File: config.mk
export PLATFORM = sky130hd
export DESIGN_NAME = ro_meas_ctrl_flat
export DESIGN_NICKNAME = d
export VERILOG_FILES = /design/src/rtl/ro_meas_pkg.sv /design/src/rtl/ro_meas_ctrl_if.sv /design/src/rtl/ro_edge_sync.sv /design/src/rtl/ro_meas_ctrl.sv /design/src/flat_wrapper.sv
export SDC_FILE = /design/constraint.sdc
export NUM_CORES = 1
export LEC_CHECK = 0
export CORE_ASPECT_RATIO = 0.5
export CORE_MARGIN = 2
export CORE_UTILIZATION = 50
export CTS_CLUSTER_SIZE = 8
export DETAILED_ROUTE_END_ITERATION = 10
export PLACE_DENSITY = 0.76
export SLEW_MARGIN = 20
export SYNTH_ARGS = -nofsm -noshare
export SYNTH_HDL_FRONTEND = slang
export SYNTH_SLANG_ARGS = --single-unit
File: constraint.sdc
create_clock -name clk -period 5.55 [get_ports clk]
set_input_delay 1.11 -clock clk [delete_from_list [all_inputs] [get_ports clk]]
set_output_delay 1.11 -clock clk [all_outputs]
set_load 0.01 [all_outputs]
File: src/rtl/ro_meas_pkg.sv
// Shared FSM state encoding and default sizing for the ring-oscillator
// measurement controller.
package ro_meas_pkg;

    typedef enum logic [1:0] {
        S_IDLE   = 2'd0,
        S_SETTLE = 2'd1,
        S_COUNT  = 2'd2,
        S_DONE   = 2'd3
    } state_e;

    localparam int N_RO_DEF       = 8;
    localparam int CNT_W_DEF      = 20;
    localparam int GATE_W_DEF     = 16;
    localparam int SETTLE_CYC_DEF = 16;

    function automatic int max_int(input int a, input int b);
        return (a > b) ? a : b;
    endfunction

endpackage

File: src/rtl/ro_meas_ctrl_if.sv
// Measurement request/result bundle between a host sequencer and ro_meas_ctrl.
interface ro_meas_ctrl_if
    import ro_meas_pkg::*;
#(
    parameter int N_RO   = N_RO_DEF,
    parameter int CNT_W  = CNT_W_DEF,
    parameter int GATE_W = GATE_W_DEF
);
    logic                    start;
    logic                    abort;
    logic [$clog2(N_RO)-1:0] ro_sel;
    logic [GATE_W-1:0]       gate_len;
    logic                    busy;
    logic                    done;
    logic [CNT_W-1:0]        count;
    logic                    overflow;

    modport master (
        output start, abort, ro_sel, gate_len,
        input  busy, done, count, overflow
    );

    modport slave (
        input  start, abort, ro_sel, gate_len,
        output busy, done, count, overflow
    );
endinterface

File: src/rtl/ro_edge_sync.sv
// Two-flop synchronizer for an asynchronous oscillator output, followed by a
// history flop; rise_o pulses for one clk cycle per synchronized rising edge.
module ro_edge_sync (
    input  logic clk,
    input  logic rst,
    input  logic async_i,
    output logic rise_o
);
    logic sync1_q;
    logic sync2_q;
    logic hist_q;

    always_ff @(posedge clk or posedge rst) begin
        if (rst) begin
            sync1_q <= 1'b0;
            sync2_q <= 1'b0;
            hist_q  <= 1'b0;
        end else begin
            sync1_q <= async_i;
            sync2_q <= sync1_q;
            hist_q  <= sync2_q;
        end
    end

    assign rise_o = sync2_q & ~hist_q;
endmodule

File: src/rtl/ro_meas_ctrl.sv
// Ring-oscillator frequency measurement: enable one RO, let it settle, then
// count its rising edges over a programmable gate window.
//   state    | meaning
//   S_IDLE   | waiting for start, results held
//   S_SETTLE | selected RO enabled, SETTLE_CYC cycles before counting
//   S_COUNT  | counting synchronized rising edges for gate_len cycles
//   S_DONE   | one-cycle result-valid pulse
module ro_meas_ctrl
    import ro_meas_pkg::*;
#(
    parameter int N_RO       = N_RO_DEF,
    parameter int CNT_W      = CNT_W_DEF,
    parameter int GATE_W     = GATE_W_DEF,
    parameter int SETTLE_CYC = SETTLE_CYC_DEF
) (
    input  logic             clk,
    input  logic             rst,
    ro_meas_ctrl_if.slave    bus,
    input  logic [N_RO-1:0]  ro_y,
    output logic [N_RO-1:0]  ro_en
);
    localparam int SEL_W = $clog2(N_RO);
    localparam int TMR_W = max_int(GATE_W, $clog2(SETTLE_CYC + 1));

    state_e             state_q, state_d;
    logic [SEL_W-1:0]   sel_q, sel_d;
    logic [GATE_W-1:0]  gate_q, gate_d;
    logic [TMR_W-1:0]   tmr_q, tmr_d;
    logic [CNT_W-1:0]   cnt_q, cnt_d;
    logic               ovf_q, ovf_d;
    logic               ro_mux;
    logic               ro_rise;

    // Single synchronizer shared by all oscillators, fed through a plain mux.
    assign ro_mux = ro_y[sel_q];

    ro_edge_sync u_edge_sync (
        .clk     (clk),
        .rst     (rst),
        .async_i (ro_mux),
        .rise_o  (ro_rise)
    );

    always_ff @(posedge clk or posedge rst) begin
        if (rst) begin
            state_q <= S_IDLE;
            sel_q   <= '0;
            gate_q  <= '0;
            tmr_q   <= '0;
            cnt_q   <= '0;
            ovf_q   <= 1'b0;
        end else begin
            state_q <= state_d;
            sel_q   <= sel_d;
            gate_q  <= gate_d;
            tmr_q   <= tmr_d;
            cnt_q   <= cnt_d;
            ovf_q   <= ovf_d;
        end
    end

    always_comb begin
        state_d = state_q;
        sel_d   = sel_q;
        gate_d  = gate_q;
        tmr_d   = tmr_q;
        cnt_d   = cnt_q;
        ovf_d   = ovf_q;
        unique case (state_q)
            S_IDLE: begin
                if (bus.start && !bus.abort) begin
                    sel_d   = bus.ro_sel;
                    gate_d  = bus.gate_len;
                    tmr_d   = TMR_W'(SETTLE_CYC - 1);
                    cnt_d   = '0;
                    ovf_d   = 1'b0;
                    state_d = S_SETTLE;
                end
            end
            S_SETTLE: begin
                if (bus.abort) begin
                    cnt_d   = '0;
                    ovf_d   = 1'b0;
                    state_d = S_IDLE;
                end else if (tmr_q == '0) begin
                    if (gate_q != '0) begin
                        tmr_d   = TMR_W'(gate_q) - 1'b1;
                        state_d = S_COUNT;
                    end else begin
                        state_d = S_DONE;
                    end
                end else begin
                    tmr_d = tmr_q - 1'b1;
                end
            end
            S_COUNT: begin
                if (bus.abort) begin
                    cnt_d   = '0;
                    ovf_d   = 1'b0;
                    state_d = S_IDLE;
                end else begin
                    if (ro_rise) begin
                        if (cnt_q == {CNT_W{1'b1}}) ovf_d = 1'b1;
                        else                        cnt_d = cnt_q + 1'b1;
                    end
                    if (tmr_q == '0) state_d = S_DONE;
                    else             tmr_d   = tmr_q - 1'b1;
                end
            end
            S_DONE: begin
                state_d = S_IDLE;
            end
            default: begin
                state_d = S_IDLE;
            end
        endcase
    end

    assign bus.busy     = (state_q != S_IDLE);
    assign bus.done     = (state_q == S_DONE);
    assign bus.count    = cnt_q;
    assign bus.overflow = ovf_q;
    assign ro_en        = (state_q == S_SETTLE || state_q == S_COUNT)
                        ? (N_RO'(1) << sel_q) : '0;
endmodule
File: src/flat_wrapper.sv
// flat-port wrapper written by rule: the top's interface ports become plain ports
module ro_meas_ctrl_flat import ro_meas_pkg::*;
#(
    parameter int N_RO       = N_RO_DEF,
    parameter int CNT_W      = CNT_W_DEF,
    parameter int GATE_W     = GATE_W_DEF,
    parameter int SETTLE_CYC = SETTLE_CYC_DEF
)
  (clk, rst, ro_y, ro_en, bus_start, bus_abort, bus_ro_sel, bus_gate_len, bus_busy, bus_done, bus_count, bus_overflow);
  ro_meas_ctrl_if #(.N_RO(N_RO), .CNT_W(CNT_W), .GATE_W(GATE_W)) bus_i ();
  input  logic clk;
  input  logic rst;
  input  logic [N_RO-1:0] ro_y;
  output logic [N_RO-1:0] ro_en;
  input wire logic [$bits(bus_i.start)-1:0] bus_start;
  input wire logic [$bits(bus_i.abort)-1:0] bus_abort;
  input wire logic [$bits(bus_i.ro_sel)-1:0] bus_ro_sel;
  input wire logic [$bits(bus_i.gate_len)-1:0] bus_gate_len;
  output wire logic [$bits(bus_i.busy)-1:0] bus_busy;
  output wire logic [$bits(bus_i.done)-1:0] bus_done;
  output wire logic [$bits(bus_i.count)-1:0] bus_count;
  output wire logic [$bits(bus_i.overflow)-1:0] bus_overflow;
  assign bus_i.start = bus_start;
  assign bus_i.abort = bus_abort;
  assign bus_i.ro_sel = bus_ro_sel;
  assign bus_i.gate_len = bus_gate_len;
  assign bus_busy = bus_i.busy;
  assign bus_done = bus_i.done;
  assign bus_count = bus_i.count;
  assign bus_overflow = bus_i.overflow;
  ro_meas_ctrl #(.N_RO(N_RO), .CNT_W(CNT_W), .GATE_W(GATE_W), .SETTLE_CYC(SETTLE_CYC)) u_core (.clk(clk), .rst(rst), .bus(bus_i), .ro_y(ro_y), .ro_en(ro_en));
endmodule
==> results.sh, run 1 <==
export IMPL_synth_seq_cells=61
export IMPL_fin_skew_ns=0.00321
export IMPL_ctsResizeCount=0
export IMPL_first_global_vias=3036
export IMPL_synth_most_common_cell="dfrtp_1"
export IMPL_leakagePower_nw=1.95
export IMPL_wl_per_cell_microns=15.6
export IMPL_dp_cells=539
export IMPL_place_ws_ns=2.11
export IMPL_yosysSeqAreaShare_pct=40.6
export IMPL_crit_path_end_kind="output pin"
export IMPL_die_w_microns=127
export IMPL_setup_slack_ns=2.19
export IMPL_slew_violations=0
export IMPL_hold_viol=0
export IMPL_die_area_sq_um=8270
export IMPL_synth_top_cell_area_share_pct=40.6
export IMPL_hold_path_class="flip-flop to flip-flop"
export IMPL_nNetsFinal=492
export IMPL_yosys_top_cells_area="dfrtp_1 41%, mux2_2 6.0%, xor2_1 5.6%"
export IMPL_synthesis_area_sq_um=3760
export IMPL_via_count=3207
export IMPL_cap_viol_max_count=0
export IMPL_synthTopCellsByCount="61 x dfrtp_1, 43 x nor2_1, 37 x nand2_1"
export IMPL_cts_sinks=61
export IMPL_synthToLayoutAreaGrowth_pct=25.6
export IMPL_clock_latency_ns=0.33
export IMPL_numCtsBuffers=9
export IMPL_n_fill_cell=606
export IMPL_fin_util_pct=64.7
export IMPL_fin_setup_tns_ns=0
export IMPL_ios=62
export IMPL_drtIter0Drc=376
export IMPL_drc=0
export IMPL_outcome="finished clean"
export IMPL_io_buffers=61
export IMPL_dp_hpwl_microns=6190
export IMPL_final_seq_area_sq_um=1530
export IMPL_drt_first_pass_iters=5
export IMPL_overflow=0
export IMPL_post_cts_buffers=0
export IMPL_postRouteAntennaNets=0
export IMPL_cellPowerDensity_nw_per_um2=448
export IMPL_rows=22
export IMPL_timing_fmax_mhz=297
export IMPL_cts_hold_buffers=0
export IMPL_vias_per_cell=5.78
export IMPL_path_clk_slew_ns=0.05
export IMPL_synth_ff_type="dfrtp_1"
export IMPL_core_area_sq_um=7290
export IMPL_syn_inst=400
export IMPL_worstSetupStartpointType="flip-flop"
export IMPL_tritoncts="done"
export IMPL_diodes=0
export IMPL_synth_fp_nets=438
export IMPL_start_util_pct=51.5
export IMPL_worstPathRequired_ns=4.44
export IMPL_grt_pass1_wl_microns=14900
export IMPL_hold_path_depth=0
export IMPL_cts_root_buf="clkbuf_16"
export IMPL_synth_warnings=0
export IMPL_vdd_ir_drop_max_v=0.000219
export IMPL_antenna_found_initial=0
export IMPL_worstMarginPinSlew_ns=0.868
export IMPL_grt_setup_unrepaired="no"
export IMPL_total_power_w=0.00212
export IMPL_drive_above_1_share_pct=12.6
export IMPL_yosys_area_top_type="dfrtp_1"
export IMPL_critPathKind="flip-flop to output pin"
export IMPL_ctsHtreeMaxLevel=3
export IMPL_relSlewSlack_pct=42.2
export IMPL_arrival_ns=2.25
export IMPL_fin_crit_sh_pct=60.6
export IMPL_setup_violations=0
export IMPL_gp_congestion=0.903
export IMPL_grt_use_total_pct=23.1
export IMPL_reg2reg_slack_ns=2.44
export IMPL_synthArstFlopShare_pct=100
export IMPL_layout_cells_non_filler=555
export IMPL_syn_area_per_cell_sq_um=9.39
export IMPL_fp_dieH_microns=65.3
export IMPL_worstPathMaxFanout=11
export IMPL_synth_edf_count=0
export IMPL_grt_max_degree=62
export IMPL_period_needed_ns=3.36
export IMPL_rr_worst_depth=8
export IMPL_multi_input_area_sq_um=2080
export IMPL_synth_cell_type_count=63
export IMPL_cts_path_max_buffers=2
export IMPL_totalWireLength_microns=8640
[metrics by stage]
step / hold slack (ns) / instance area [sq um]
2_1_floorplan: 0.331 / 3760
6_report: 0.355 / 4720
3_3_place_gp: 0.332 / 4410
5_1_grt: 0.369 / 4720
4_1_cts: 0.351 / 4720
3_5_place_dp: 0.340 / 4410
[worst paths after layout]
check                                                          start                                   end
worst max-delay path                   u_core.state_q[1]$_DFFE_PP0P_                              ro_en[0]
worst min-delay path            u_core.u_edge_sync.sync1_q$_DFF_PP0_  u_core.u_edge_sync.sync2_q$_DFF_PP0_
worst max register to register          u_core.gate_q[0]$_DFFE_PP0P_           u_core.tmr_q[9]$_DFFE_PP0P_
worst min register to register  u_core.u_edge_sync.sync1_q$_DFF_PP0_  u_core.u_edge_sync.sync2_q$_DFF_PP0_
max in group asynchronous                                        rst           u_core.sel_q[1]$_DFFE_PP0P_
min in group asynchronous                                        rst      u_core.bus.count[16]$_DFFE_PP0P_
[kinds of logic (layout without fill, tap and decap cells)]
group / after synthesis / after routing / synth area share (%)
flip-flops: 61 / 61 / 40.6
XOR/XNOR: 32 / 32 / 7.46
AND/OR/NAND/NOR: 168 / 168 / 23.9
adder cells (fa/ha/maj): 7 / 7 / 2.33
multiplexers: 24 / 24 / 7.73
buffers and inverters: 35 / 94 / 4.00
AO/OA/AOI/OAI: 73 / 73 / 14.0
[registers in the layout (all words and copies together), names as in the netlist]
| signal | cells |
|---|---|
| u_core.bus.count | 20 |
| u_core.gate_q | 16 |
| u_core.tmr_q | 16 |
| u_core.sel_q | 3 |
| u_core.state_q | 2 |
| u_core.bus.overflow | 1 |
| u_core.u_edge_sync.hist_q | 1 |
| u_core.u_edge_sync.sync1_q | 1 |
| u_core.u_edge_sync.sync2_q | 1 |
[per-layer routing]
metal	part of all wire, %	track usage [%]
met3	5.8	6.84
met2	45	35.8
met5	0	0
met1	48	31.0
met4	2.0	8.24
[cell usage in the layout (no fill, tap or decap), types with 4 or more instances in the layout]
cell / count
a21oi_1: 14
nand3_1: 16
dfrtp_1: 61
nand2b_1: 6
clkdlybuf4s50_1: 61
xor2_1: 24
nor3_1: 11
o211ai_1: 4
xnor2_1: 8
o22ai_1: 4
mux2_2: 20
ha_1: 7
nand2_1: 37
nor2_1: 43
inv_1: 15
a31oi_1: 6
and3_1: 8
or3_1: 6
and2_1: 4
o21ai_0: 15
clkbuf_16: 9
nand4_1: 11
[critical path, cell delays in order, from the launching register on]
cell and delay [ns]:
dfrtp_1 0.41, inv_1 0.08, ha_1 0.52, nand2b_1 0.19
nor3_1 0.16, clkdlybuf4s50_1 0.56
[report_power, final]
part	total (W)	internal, W	switching [W]
Combinational	0.000842	0.000368	0.000474
Sequential	0.000698	0.000561	0.000137
Clock	0.000575	0.000383	0.000192
[final cells by class]
| type | count | area share [%] |
|---|---|---|
| repair buffers | 62 | 13.1 |
| well taps | 96 | 2.55 |
| multi-input cells | 304 | 44.1 |
| clock inverters | 3 | 0.902 |
| inverters | 16 | 1.27 |
| clock buffers | 13 | 5.73 |
| flip-flops and latches | 61 | 32.4 |
Note: power is estimated with default switching activity, not from simulation.
==> run 2: changes to the inputs <==
--- a/config.mk
+++ b/config.mk
@@ -7,10 +7,10 @@
 export LEC_CHECK = 0
 export CORE_ASPECT_RATIO = 0.5
 export CORE_MARGIN = 2
-export CORE_UTILIZATION = 50
+export CORE_UTILIZATION = 49
 export CTS_CLUSTER_SIZE = 8
 export DETAILED_ROUTE_END_ITERATION = 10
-export PLACE_DENSITY = 0.76
+export PLACE_DENSITY = 0.77
 export SLEW_MARGIN = 20
 export SYNTH_ARGS = -nofsm -noshare
 export SYNTH_HDL_FRONTEND = slang
==> constraint.sdc (replaced) <==
create_clock -name clk -period 3 [get_ports clk]
set_input_delay 0.6 -clock clk [delete_from_list [all_inputs] [get_ports clk]]
set_output_delay 0.6 -clock clk [all_outputs]
set_load 0.01 [all_outputs]
==> run 2 against run 1 <==
Effect of this change:
- critical path depth is the same
- sequential cell count did not move
- global-route usage fell by 0.051 points
- combinational power grew 92%
- sequential power grew 85%
- worst setup slack got worse by 1.8 ns
- non-clock buffer count rose by 6
- largest cell class unchanged
- critical endpoint unchanged
- highest routed layer unchanged
==> results.sh, run 2 (synthesis results as in run 1) <==
export IMPL_postRouteAntennaNets=0
export IMPL_ctsHtreeMaxLevel=3
export IMPL_grt_use_total_pct=23.0
export IMPL_cts_hold_buffers=0
export IMPL_tritoncts="done"
export IMPL_setup_violations=0
export IMPL_post_cts_buffers=0
export IMPL_place_area_sq_um=4460
export IMPL_drt_first_pass_iters=4
export IMPL_drive_above_1_share_pct=13.5
export IMPL_fp_dieH_microns=65.9
export IMPL_crit_path_end_kind="output pin"
export IMPL_totalWireLength_microns=8850
export IMPL_hold_path_class="flip-flop to flip-flop"
export IMPL_diodes=0
export IMPL_slew_violations=0
export IMPL_mostFrequentLayoutCells="61 x clkdlybuf4s50_1, 61 x dfrtp_1, 43 x nor2_1"
export IMPL_grt_setup_unrepaired="no"
export IMPL_cts_sinks=61
export IMPL_rows=22
export IMPL_worstPathRequired_ns=2.40
export IMPL_synthToLayoutAreaGrowth_pct=26.6
export IMPL_fin_skew_ns=0.00779
export IMPL_gp_congestion=0.915
export IMPL_relSlewSlack_pct=58.8
export IMPL_grt_max_degree=62
export IMPL_largest_reg_flops=20
export IMPL_io_buffers=61
export IMPL_n_fill_cell=642
export IMPL_fin_crit_sh_pct=86.4
export IMPL_cts_path_max_buffers=2
export IMPL_via_count=3178
export IMPL_outcome="finished clean"
export IMPL_critPathKind="flip-flop to output pin"
export IMPL_clock_latency_ns=0.34
export IMPL_path_clk_slew_ns=0.05
export IMPL_ios=62
export IMPL_r2r_start="u_core.gate_q[0]$_DFFE_PP0P_"
export IMPL_cts_root_buf="clkbuf_16"
export IMPL_core_area_sq_um=7380
export IMPL_layout_cells_non_filler=561
export IMPL_worstSetupStartpointType="flip-flop"
export IMPL_first_global_vias=2981
export IMPL_die_w_microns=128
export IMPL_leakagePower_nw=1.98
export IMPL_drc=0
export IMPL_min_from="u_core.u_edge_sync.sync1_q$_DFF_PP0_"
export IMPL_start_util_pct=50.9
export IMPL_cap_viol_max_count=0
export IMPL_grt_pass1_wl_microns=14900
export IMPL_arrival_ns=1.99
export IMPL_period_needed_ns=2.59
export IMPL_timing_hold_ws_ns=0.352
export IMPL_drtIter0Drc=271
export IMPL_die_area_sq_um=8430
export IMPL_ctsResizeCount=0
export IMPL_wl_per_cell_microns=15.8
export IMPL_fin_setup_tns_ns=0
export IMPL_hold_viol=0
export IMPL_total_power_w=0.00394
export IMPL_dp_cells=545
export IMPL_vias_per_cell=5.66
export IMPL_worstPathMaxFanout=4
export IMPL_cellPowerDensity_nw_per_um2=828
export IMPL_vdd_ir_drop_max_v=0.000516
export IMPL_design_area_sq_um=4760
export IMPL_worstMarginPinSlew_ns=0.613
export IMPL_dp_hpwl_microns=6370
export IMPL_nNetsFinal=498
export IMPL_timing_fmax_mhz=386
export IMPL_overflow=0
export IMPL_critPathLaunch="u_core.state_q[0]$_DFFE_PP0P_"
export IMPL_numCtsBuffers=9
export IMPL_antenna_found_initial=0
[run 2: worst paths after layout]
check	to	slack, ns	depth (start not counted)
setup / recovery	ro_en[0]	0.41	5
hold reg to reg	u_core.u_edge_sync.sync2_q$_DFF_PP0_	0.35	0
max in group asynchronous	u_core.sel_q[0]$_DFFE_PP0P_	2.08	3
min in group asynchronous	u_core.bus.count[19]$_DFFE_PP0P_	0.65	3
setup reg to reg	u_core.tmr_q[6]$_DFFE_PP0P_	0.48	8
hold / removal	u_core.u_edge_sync.sync2_q$_DFF_PP0_	0.35	0
[run 2: layout make-up]
cell class	count	area, sq um	share of cell area [%]
clock buffer	12	246	5.18
clock inverter	4	47.5	0.999
inverter	16	60.1	1.26
multi-input combinational	304	2080	43.7
sequential	61	1530	32.1
tap	96	120	2.52
timing repair buffer	68	676	14.2
[run 2: critical path, cell delays in order (launching register included)]
cell             delay (ns)
dfrtp_1                0.40
inv_1                  0.08
ha_1                   0.34
nand2b_1               0.12
nor3_1                 0.15
clkdlybuf4s50_1        0.56
[run 2: per-stage QoR]
stage          util [%]  setup WS (ns)
3_3_place_gp       60.5          0.318
5_1_grt            64.5          0.230
6_report           64.5          0.408
2_1_floorplan         -          0.696
4_1_cts            64.5          0.390
3_5_place_dp       60.5          0.238
[run 2: power breakdown]
part           internal, W  switching (W)  leakage [nW]  total (W)
clock network     0.000662       0.000359         0.143    0.00102
logic             0.000734       0.000890          1.04    0.00162
registers          0.00104       0.000256         0.792    0.00129
total              0.00243        0.00150          1.98    0.00394
[run 2: metal layers]
metal	global-route usage, %	part of all wire, %
met1	30.8	47
met2	35.4	45
met3	7.44	7.2
met4	8.10	1.1
met5	0	0
